===== src/rtl/gpr_write_arbiter.sv =====
// Purpose : share the single GPR write port between the main writeback (R0) and
//           the mul/div unit (R1); track busy R1 destinations and stall decode.
// Latency : 1 cycle grant -> reg_write/num_write/data_write (0 with GPR_WB_BYPASS_EN).
// Backpres: wb_ready/md_ready combinational; R0 has fixed priority until R1 has
//           lost MD_STARVE_MAX contended cycles, then R1 is forced through once.
//
// Build option: `define GPR_WB_BYPASS_EN removes the output register stage.
//
// Ports:
//   clock, reset                      single clock, synchronous active-high reset
//   wb_valid/wb_num/wb_data/wb_ready  R0 write request (main writeback)
//   md_valid/md_num/md_data/md_ready  R1 write request (mul/div unit)
//   reserve_valid/reserve_num         mul/div issue: mark destination busy
//   rs, rt / stall                    decode source registers / busy-hit stall
//   reg_write/num_write/data_write    to the GPR file write port
module gpr_write_arbiter #(
  parameter int NUM_REGS      = 32,
  parameter int ADDR_W        = 5,
  parameter int DATA_W        = 32,
  parameter int MD_STARVE_MAX = 4
) (
  input  logic              clock,
  input  logic              reset,
  input  logic              wb_valid,
  input  logic [ADDR_W-1:0] wb_num,
  input  logic [DATA_W-1:0] wb_data,
  output logic              wb_ready,
  input  logic              md_valid,
  input  logic [ADDR_W-1:0] md_num,
  input  logic [DATA_W-1:0] md_data,
  output logic              md_ready,
  input  logic              reserve_valid,
  input  logic [ADDR_W-1:0] reserve_num,
  input  logic [ADDR_W-1:0] rs,
  input  logic [ADDR_W-1:0] rt,
  output logic              stall,
  output logic              reg_write,
  output logic [ADDR_W-1:0] num_write,
  output logic [DATA_W-1:0] data_write
);

  localparam int CNT_W = (MD_STARVE_MAX < 1) ? 1 : $clog2(MD_STARVE_MAX + 1);
  localparam logic [CNT_W-1:0] CNT_MAX = CNT_W'(MD_STARVE_MAX);

  typedef enum logic {
    ST_NORMAL   = 1'b0,
    ST_FORCE_MD = 1'b1
  } state_t;

  state_t              state;
  logic [CNT_W-1:0]    starve_cnt;
  logic [CNT_W-1:0]    starve_inc;
  logic [NUM_REGS-1:0] busy;
  logic [NUM_REGS-1:0] busy_next;

  logic                grant_wb;
  logic                grant_md;
  logic                grant_any;
  logic [ADDR_W-1:0]   grant_num;
  logic [DATA_W-1:0]   grant_data;

  // Scoreboard clear request, sourced differently per output-stage build
  logic                clr_valid;
  logic [ADDR_W-1:0]   clr_num;

  // ---------------------------------------------------------------------------
  // Grant selection. Nothing is granted while reset is high, so a requester
  // never sees ready during reset.
  // ---------------------------------------------------------------------------
  always_comb begin
    grant_wb = 1'b0;
    grant_md = 1'b0;
    if (!reset) begin
      if (state == ST_FORCE_MD) begin
        if (md_valid)      grant_md = 1'b1;
        else if (wb_valid) grant_wb = 1'b1;
      end else begin
        if (wb_valid)      grant_wb = 1'b1;
        else if (md_valid) grant_md = 1'b1;
      end
    end
  end

  assign wb_ready   = grant_wb;
  assign md_ready   = grant_md;
  assign grant_any  = grant_wb | grant_md;
  assign grant_num  = grant_md ? md_num  : wb_num;
  assign grant_data = grant_md ? md_data : wb_data;
  assign starve_inc = starve_cnt + CNT_W'(1);

  // ---------------------------------------------------------------------------
  // Starvation FSM. The counter only moves on cycles where R1 lost to R0; the
  // edge that brings it to the limit also flips the state, so R1 wins on the
  // very next contended cycle.
  // ---------------------------------------------------------------------------
  always_ff @(posedge clock) begin
    if (reset) begin
      state      <= ST_NORMAL;
      starve_cnt <= '0;
    end else begin
      case (state)
        ST_NORMAL: begin
          if (grant_md) begin
            starve_cnt <= '0;
          end else if (wb_valid && md_valid) begin
            starve_cnt <= starve_inc;
            if (starve_inc == CNT_MAX) state <= ST_FORCE_MD;
          end
        end
        ST_FORCE_MD: begin
          // Counter holds at the limit while R1 is absent and R0 uses the port
          if (grant_md) begin
            state      <= ST_NORMAL;
            starve_cnt <= '0;
          end
        end
        default: begin
          state      <= ST_NORMAL;
          starve_cnt <= '0;
        end
      endcase
    end
  end

  // ---------------------------------------------------------------------------
  // Output stage
  // ---------------------------------------------------------------------------
`ifdef GPR_WB_BYPASS_EN
  // Combinational path: outputs are zero whenever nothing is granted.
  assign reg_write  = grant_any && (grant_num != '0);
  assign num_write  = grant_any ? grant_num  : '0;
  assign data_write = grant_any ? grant_data : '0;

  // Busy bit clears at the handshake edge itself
  assign clr_valid  = grant_md && (md_num != '0);
  assign clr_num    = md_num;
`else
  // Remembers whether the write currently on the port came from R1; only
  // those writes retire a scoreboard entry.
  logic out_from_md;

  always_ff @(posedge clock) begin
    if (reset) begin
      reg_write   <= 1'b0;
      num_write   <= '0;
      data_write  <= '0;
      out_from_md <= 1'b0;
    end else if (grant_any) begin
      // r0 writes consume their grant but never reach the register file
      reg_write   <= (grant_num != '0);
      num_write   <= grant_num;
      data_write  <= grant_data;
      out_from_md <= grant_md;
    end else begin
      reg_write   <= 1'b0;
      out_from_md <= 1'b0;
    end
  end

  // Busy bit clears on the same edge the GPR file captures the R1 data
  assign clr_valid = reg_write && out_from_md;
  assign clr_num   = num_write;
`endif

  // ---------------------------------------------------------------------------
  // Busy scoreboard. Set is applied after clear so a same-edge re-reserve of a
  // retiring register keeps it busy.
  // ---------------------------------------------------------------------------
  always_comb begin
    busy_next = busy;
    if (clr_valid)                             busy_next[clr_num]     = 1'b0;
    if (reserve_valid && reserve_num != '0)    busy_next[reserve_num] = 1'b1;
    busy_next[0] = 1'b0;
  end

  always_ff @(posedge clock) begin
    if (reset) busy <= '0;
    else       busy <= busy_next;
  end

  assign stall = !reset && (((rs != '0) && busy[rs]) || ((rt != '0) && busy[rt]));

endmodule


===== config.mk =====
export PLATFORM = sky130hd
export DESIGN_NAME = gpr_write_arbiter
export DESIGN_NICKNAME = d
export VERILOG_FILES = /design/src/rtl/gpr_write_arbiter.sv
export SDC_FILE = /design/constraint.sdc
export NUM_CORES = 1
export LEC_CHECK = 0
export ABC_CLOCK_PERIOD_IN_PS = 2100
export CORE_ASPECT_RATIO = 1.75
export CORE_MARGIN = 4
export CORE_UTILIZATION = 45
export CTS_CLUSTER_DIAMETER = 200
export CTS_CLUSTER_SIZE = 10
export DETAILED_ROUTE_END_ITERATION = 6
export PLACE_DENSITY = 0.81
export SYNTH_ARGS = -nofsm -noshare
export SYNTH_HDL_FRONTEND = slang
export SYNTH_SLANG_ARGS = --single-unit

===== constraint.sdc =====
create_clock -name clock -period 2.1 [get_ports clock]
set_clock_uncertainty 0.2 [all_clocks]
set_input_delay 0.21 -clock clock [delete_from_list [all_inputs] [get_ports clock]]
set_output_delay 0.21 -clock clock [all_outputs]
set_load 0.03 [all_outputs]

# --- Yosys cells after proc, flatten, opt, wreduce, memory -nomap -nowiden ---
# Cells that the tools add are included.
# Widths: inputs -> output; s select.
word_totals:
  register_bits: 75
  inputBits: 94
  elab_cells: 69
classes:
  n_addsub: 1
  magnitude_cmp: 6
  n_eq_ne: 3
  mux: 29
  bitwise: 6
  reduce_logical: 16
ops:
  columns: ["op", "n"]
  rows:
  - ["$mux 32", 3]
  - ["$and 32x32->32", 1]
  - ["$not 32->32", 1]
  - ["$or 32x32->32", 1]
  - ["$lt 5x6->1 const B", 4]
  - ["$reduce_bool 5->1", 4]
  - ["$mux 1", 16]
  - ["$bmux 1 s5", 2]
  - ["$demux 1 s5", 2]
  - ["$ge 5x1->1 const B", 2]
  - ["$mux 3", 3]
  - ["$logic_and 1x1->1", 8]
  - ["$pmux 3 s2", 1]
  - ["$mux 5", 1]
  - ["$add 3x1->3 const B", 1]
  - ["$eq 3x3->1 const B", 1]
  - ["$ne 3x3->1 const B", 1]
  - ["$ne 2x1->1 const B", 1]
  - ["$not 1->1", 2]
  - ["$pmux 1 s2", 1]
  - ["$reduce_and 2->1", 1]
  - ["$reduce_or 2->1", 1]
  - ["$logic_not 1->1", 1]
  - ["$logic_or 1x1->1", 1]
  - ["$or 1x1->1", 1]

# --- Logic depth before layout (Yosys ltp) ---
depth:
  depth_word: 9
  depth_mapped: 9
  mapped_depth_nobuf: 6

# --- Worst setup path before layout ---
# Ideal clock, no wire load.
synth_timing:
  path_type: "input-to-output"
  startpoint: "input rs[2]"
  endpoint: "output stall"
  arrival_ns: 1.714
  required_time_ns: 1.690
  slack_ns: -0.024
  cell_stages: 6
  path_cell_list: "buf_6 -> mux4_1 -> inv_1 -> a2111oi_0 -> a311oi_1 -> a31oi_1"
synth_via:
  elab_chain_len: 5
  elab_cells_between_ends: 6
synth_lines:
  columns: ["item", "line_no", "source"]
  rows:
  - ["from (decl)", "34", "input logic [ADDR_W-1:0] rs,"]
  - ["$bmux 1 s5", "181", "assign stall = !reset && (((rs != '0) && busy[rs]) || ((rt != '0) && busy[rt]));"]
  - ["$mux 1 (implied by the code)", "181", null]
  - ["$logic_and 1x1->1 (*)", "181", null]
  - ["$logic_or 1x1->1 (*)", "181", null]
  - ["$logic_and 1x1->1 (*)", "181", null]
  - ["to (decl)", "36", "output logic stall,"]
# Every way passes the cells marked *; elsewhere a longest branch is shown, timed or not. The select of a mux whose other input is x is not followed.

# --- Worst setup path in the final report ---
layout_timing:
  startpoint: "register busy[8]"
  endpoint: "output stall"
layout_via:
  elab_chain_len: 5
  elab_cells_between_ends: 8
layout_lines:
  columns: ["item", "line_no", "source"]
  rows:
  - ["from (decl)", "53", "logic [NUM_REGS-1:0] busy;"]
  - ["from (signal assigned)", "178", "else busy <= busy_next;"]
  - ["$bmux 1 s5", "181", null]
  - ["$mux 1 (implied by the code)", "181", null]
  - ["$logic_and 1x1->1", "181", null]
  - ["$logic_or 1x1->1 (*)", "181", null]
  - ["$logic_and 1x1->1 (*)", "181", null]
# Marks and branches as above.

==> impl_metrics.toml <==
[run_status]
outcome = "complete, but fails checks"
violations = "design-rule violations, negative setup slack"

[clocking]
root_buffer = "clkbuf_16"
cts_buffer_depth = 2
cts.clk_slew.worst_paths_ns = 0.06
postCtsHoldBufs = 0
clock_sinks = 74
cts_tree = "built"
cts_buffers = 9
clkLatencyLatePin_ns = 0.33
htree_levels = 3

[sta]
max_freq_ghz = 0.418
hold_viol = 0
slew_viol_final = 0
layout_min_cycle_time_ns = 2.39
setup_viol = 1
rsz0062_at_grt = "true"
max_slew_margin_pct = 65.3
fin_crit_sh_pct = 114
tightestPinTransition_ns = 0.520
worst_slack_ns = -0.290

[hold_path]
min-delay-path-class = "input pin to flip-flop"
hold_depth = 3
hold_path_end = "data_write[9]"
hold_start = "reset"

[setup_path]
slowest_stage = "mux4_2"
required_ns = 1.69
max_stage_delay_ns = 0.45
cp_max_fo = 3
end_kind = "output pin"
critPathTopFamily = "multiplexers"
reg2reg_to = "num_write[4]"
r2r_slack_ns = 0.36
cp.buffers_inverters = 1
crit_arrival_ns = 1.98
timing.rr.start = "state"
cp-start-kind = "flip-flop"
path_class = "flip-flop to output pin"
r2r_cells = 6
crit_path_cell_trace = "mux4_2 -> or3b_4 -> o31ai_2 -> a211o_1 -> a31oi_2 -> buf_6"

[floorplan]
ios = 135
rows = 43
die_area_um2 = 9600
initial_core_util_pct = 45.8
fp.dieW_um = 75.8
core_um2 = 7910
chipHeight_um = 127

[yosys]
syn_area_um2 = 3620
ys_warn_count = 0
ys_async_sr_fraction_pct = 0
syn_inst = 421
yosys.cell_types.count = 42
ys_ff_latch = 74
syn_nets = 517
synthFlopType = "dfxtp_1"
synth_edf_count = 0
syn_avg_cell_area_um2 = 8.60
ys_seq_area_share_pct = 40.9

[routing]
drt-pass1-iter-count = 7
drc = 1
first_iter_violations = 318
via_per_inst = 6.02
routed-via-count = 3976
wl_per_cell_um = 19.0
routed_wl_mm = 12.5
ant_nets = 0

[cells_and_area]
fin_nets = 661
final_cells = 660
num_antenna_cells = 0
final_layout_size_suffix_gt1_share_pct = 15.6
area_delta_synth_final_pct = 53.8
nFillCells = 610

[place]
place_congestion = 0.997
port_buffers = 134
dp.final_hpwl_mm = 9.20
placed_cells = 643

[global_routing]
grt_pass1_wl_mm = 19.4
antenna_found_initial = 0
grt_pass1_vias = 4167
grt_overflow_total = 0
gr-usage-all-layers_pct = 26.5
grt_max_degree = 45

[pwr]
max-vdd-ir-drop_mv = 0.571
total_power_mw = 3.89
power-per-cell-area_nw_per_um2 = 698
p_leak_nw = 2.11

[job]
maxCapViolCount = 0
worst max path at each step:
stage	start	to	slack (ns)	cells after the start
CTS	busy[12]	stall	-0.29	6
global route	busy[13]	stall	-0.34	6
detailed placement	rs[2]	stall	-1.07	7
global placement	rs[2]	stall	-0.99	7
floorplan	rt[0]	stall	0.03	6
finish	busy[8]	stall	-0.29	6
cells in the mapped netlist (6+ instances only):
library cell   n  area, um^2
a21oi_1       37         185
a222oi_1      15         150
a311oi_1      22         193
buf_2          8        40.0
clkbuf_1      18        67.6
dfxtp_1       74        1480
mux2_2         6        67.6
mux4_2         8         180
nand2_1       85         319
nor2_1        47         176
nor3b_1        6        45.0
o21ai_0       33         165
placed cells by master (no fill, tap or decap), types with 6 or more instances in the layout:
cell             synthesis  layout
a222oi_1                15      15
clkdlybuf4s50_1          0     121
nand2_1                 85      85
nor2_1                  47      46
dfxtp_1                 74      72
a21oi_1                 37      37
buf_4                    0      28
o21ai_0                 33      33
clkbuf_16                0       9
nor3b_1                  6       6
mux4_2                   8      11
a311oi_1                22      20
worst min-delay path, stage by stage:
cell and delay (ns):
buf_2 0.15, buf_4 0.20, nor2_1 0.10
cell families after synthesis:
| kind of cell | after synthesis | share of synthesized area [%] |
|---|---|---|
| AO/OA/AOI/OAI | 118 | 22.0 |
| adder cells (fa/ha/maj) | 2 | 0.691 |
| buffers and inverters | 38 | 5.05 |
| flip-flops | 74 | 40.9 |
| multiplexers | 22 | 10.9 |
| AND/OR/NAND/NOR | 167 | 20.5 |
flip-flops by register name, indices dropped and copies added (netlist names):
signal,count
busy,31
reg_write,1
out_from_md,1
state,1
num_write,5
data_write,32
starve_cnt,3
metal layers:
metal  global-route usage (%)  share of wire [%]
met3                     6.90                6.7
met4                     17.1                5.3
met2                     47.2                 55
met1                     25.3                 33
met5                        0                  0
area by class of cell:
class	count	area [um^2]	share of cell area, %
clock inverters	7	93.8	1.69
repair buffers	165	1620	29.1
well taps	90	113	2.02
multi-input cells	309	2010	36.1
clock buffers	9	225	4.04
flip-flops and latches	74	1480	26.7
inverters	6	22.5	0.404
through the flow:
step	worst slack [ns]	utilization [%]	TNS [ns]	hold slack [ns]	area, um^2
6_report	-0.290	70.4	-0.290	0.172	5570
3_5_place_dp	-1.07	65.5	-1.07	0.268	5180
3_3_place_gp	-0.990	65.5	-0.990	0.252	5180
5_1_grt	-0.343	70.4	-0.343	0.174	5570
2_1_floorplan	0.0323	-	0	0.169	3630
4_1_cts	-0.292	69.8	-0.292	0.157	5520
report_power, final:
group	internal (mW)	leakage, nW	switching [mW]
Sequential	1.47	0.606	0.0521
Combinational	0.380	1.35	0.363
Clock	1.04	0.151	0.588
repair_timing:
| action | CTS | global route |
|---|---|---|
| pin swaps | 5 | 0 |
| gates resized for setup | 23 | 13 |
| endpoints found under the setup margin | 1 | 4 |
| buffers inserted | 1 | 0 |
| hold endpoints to repair | 0 | 0 |
Note: power is estimated with default switching activity, not from simulation.
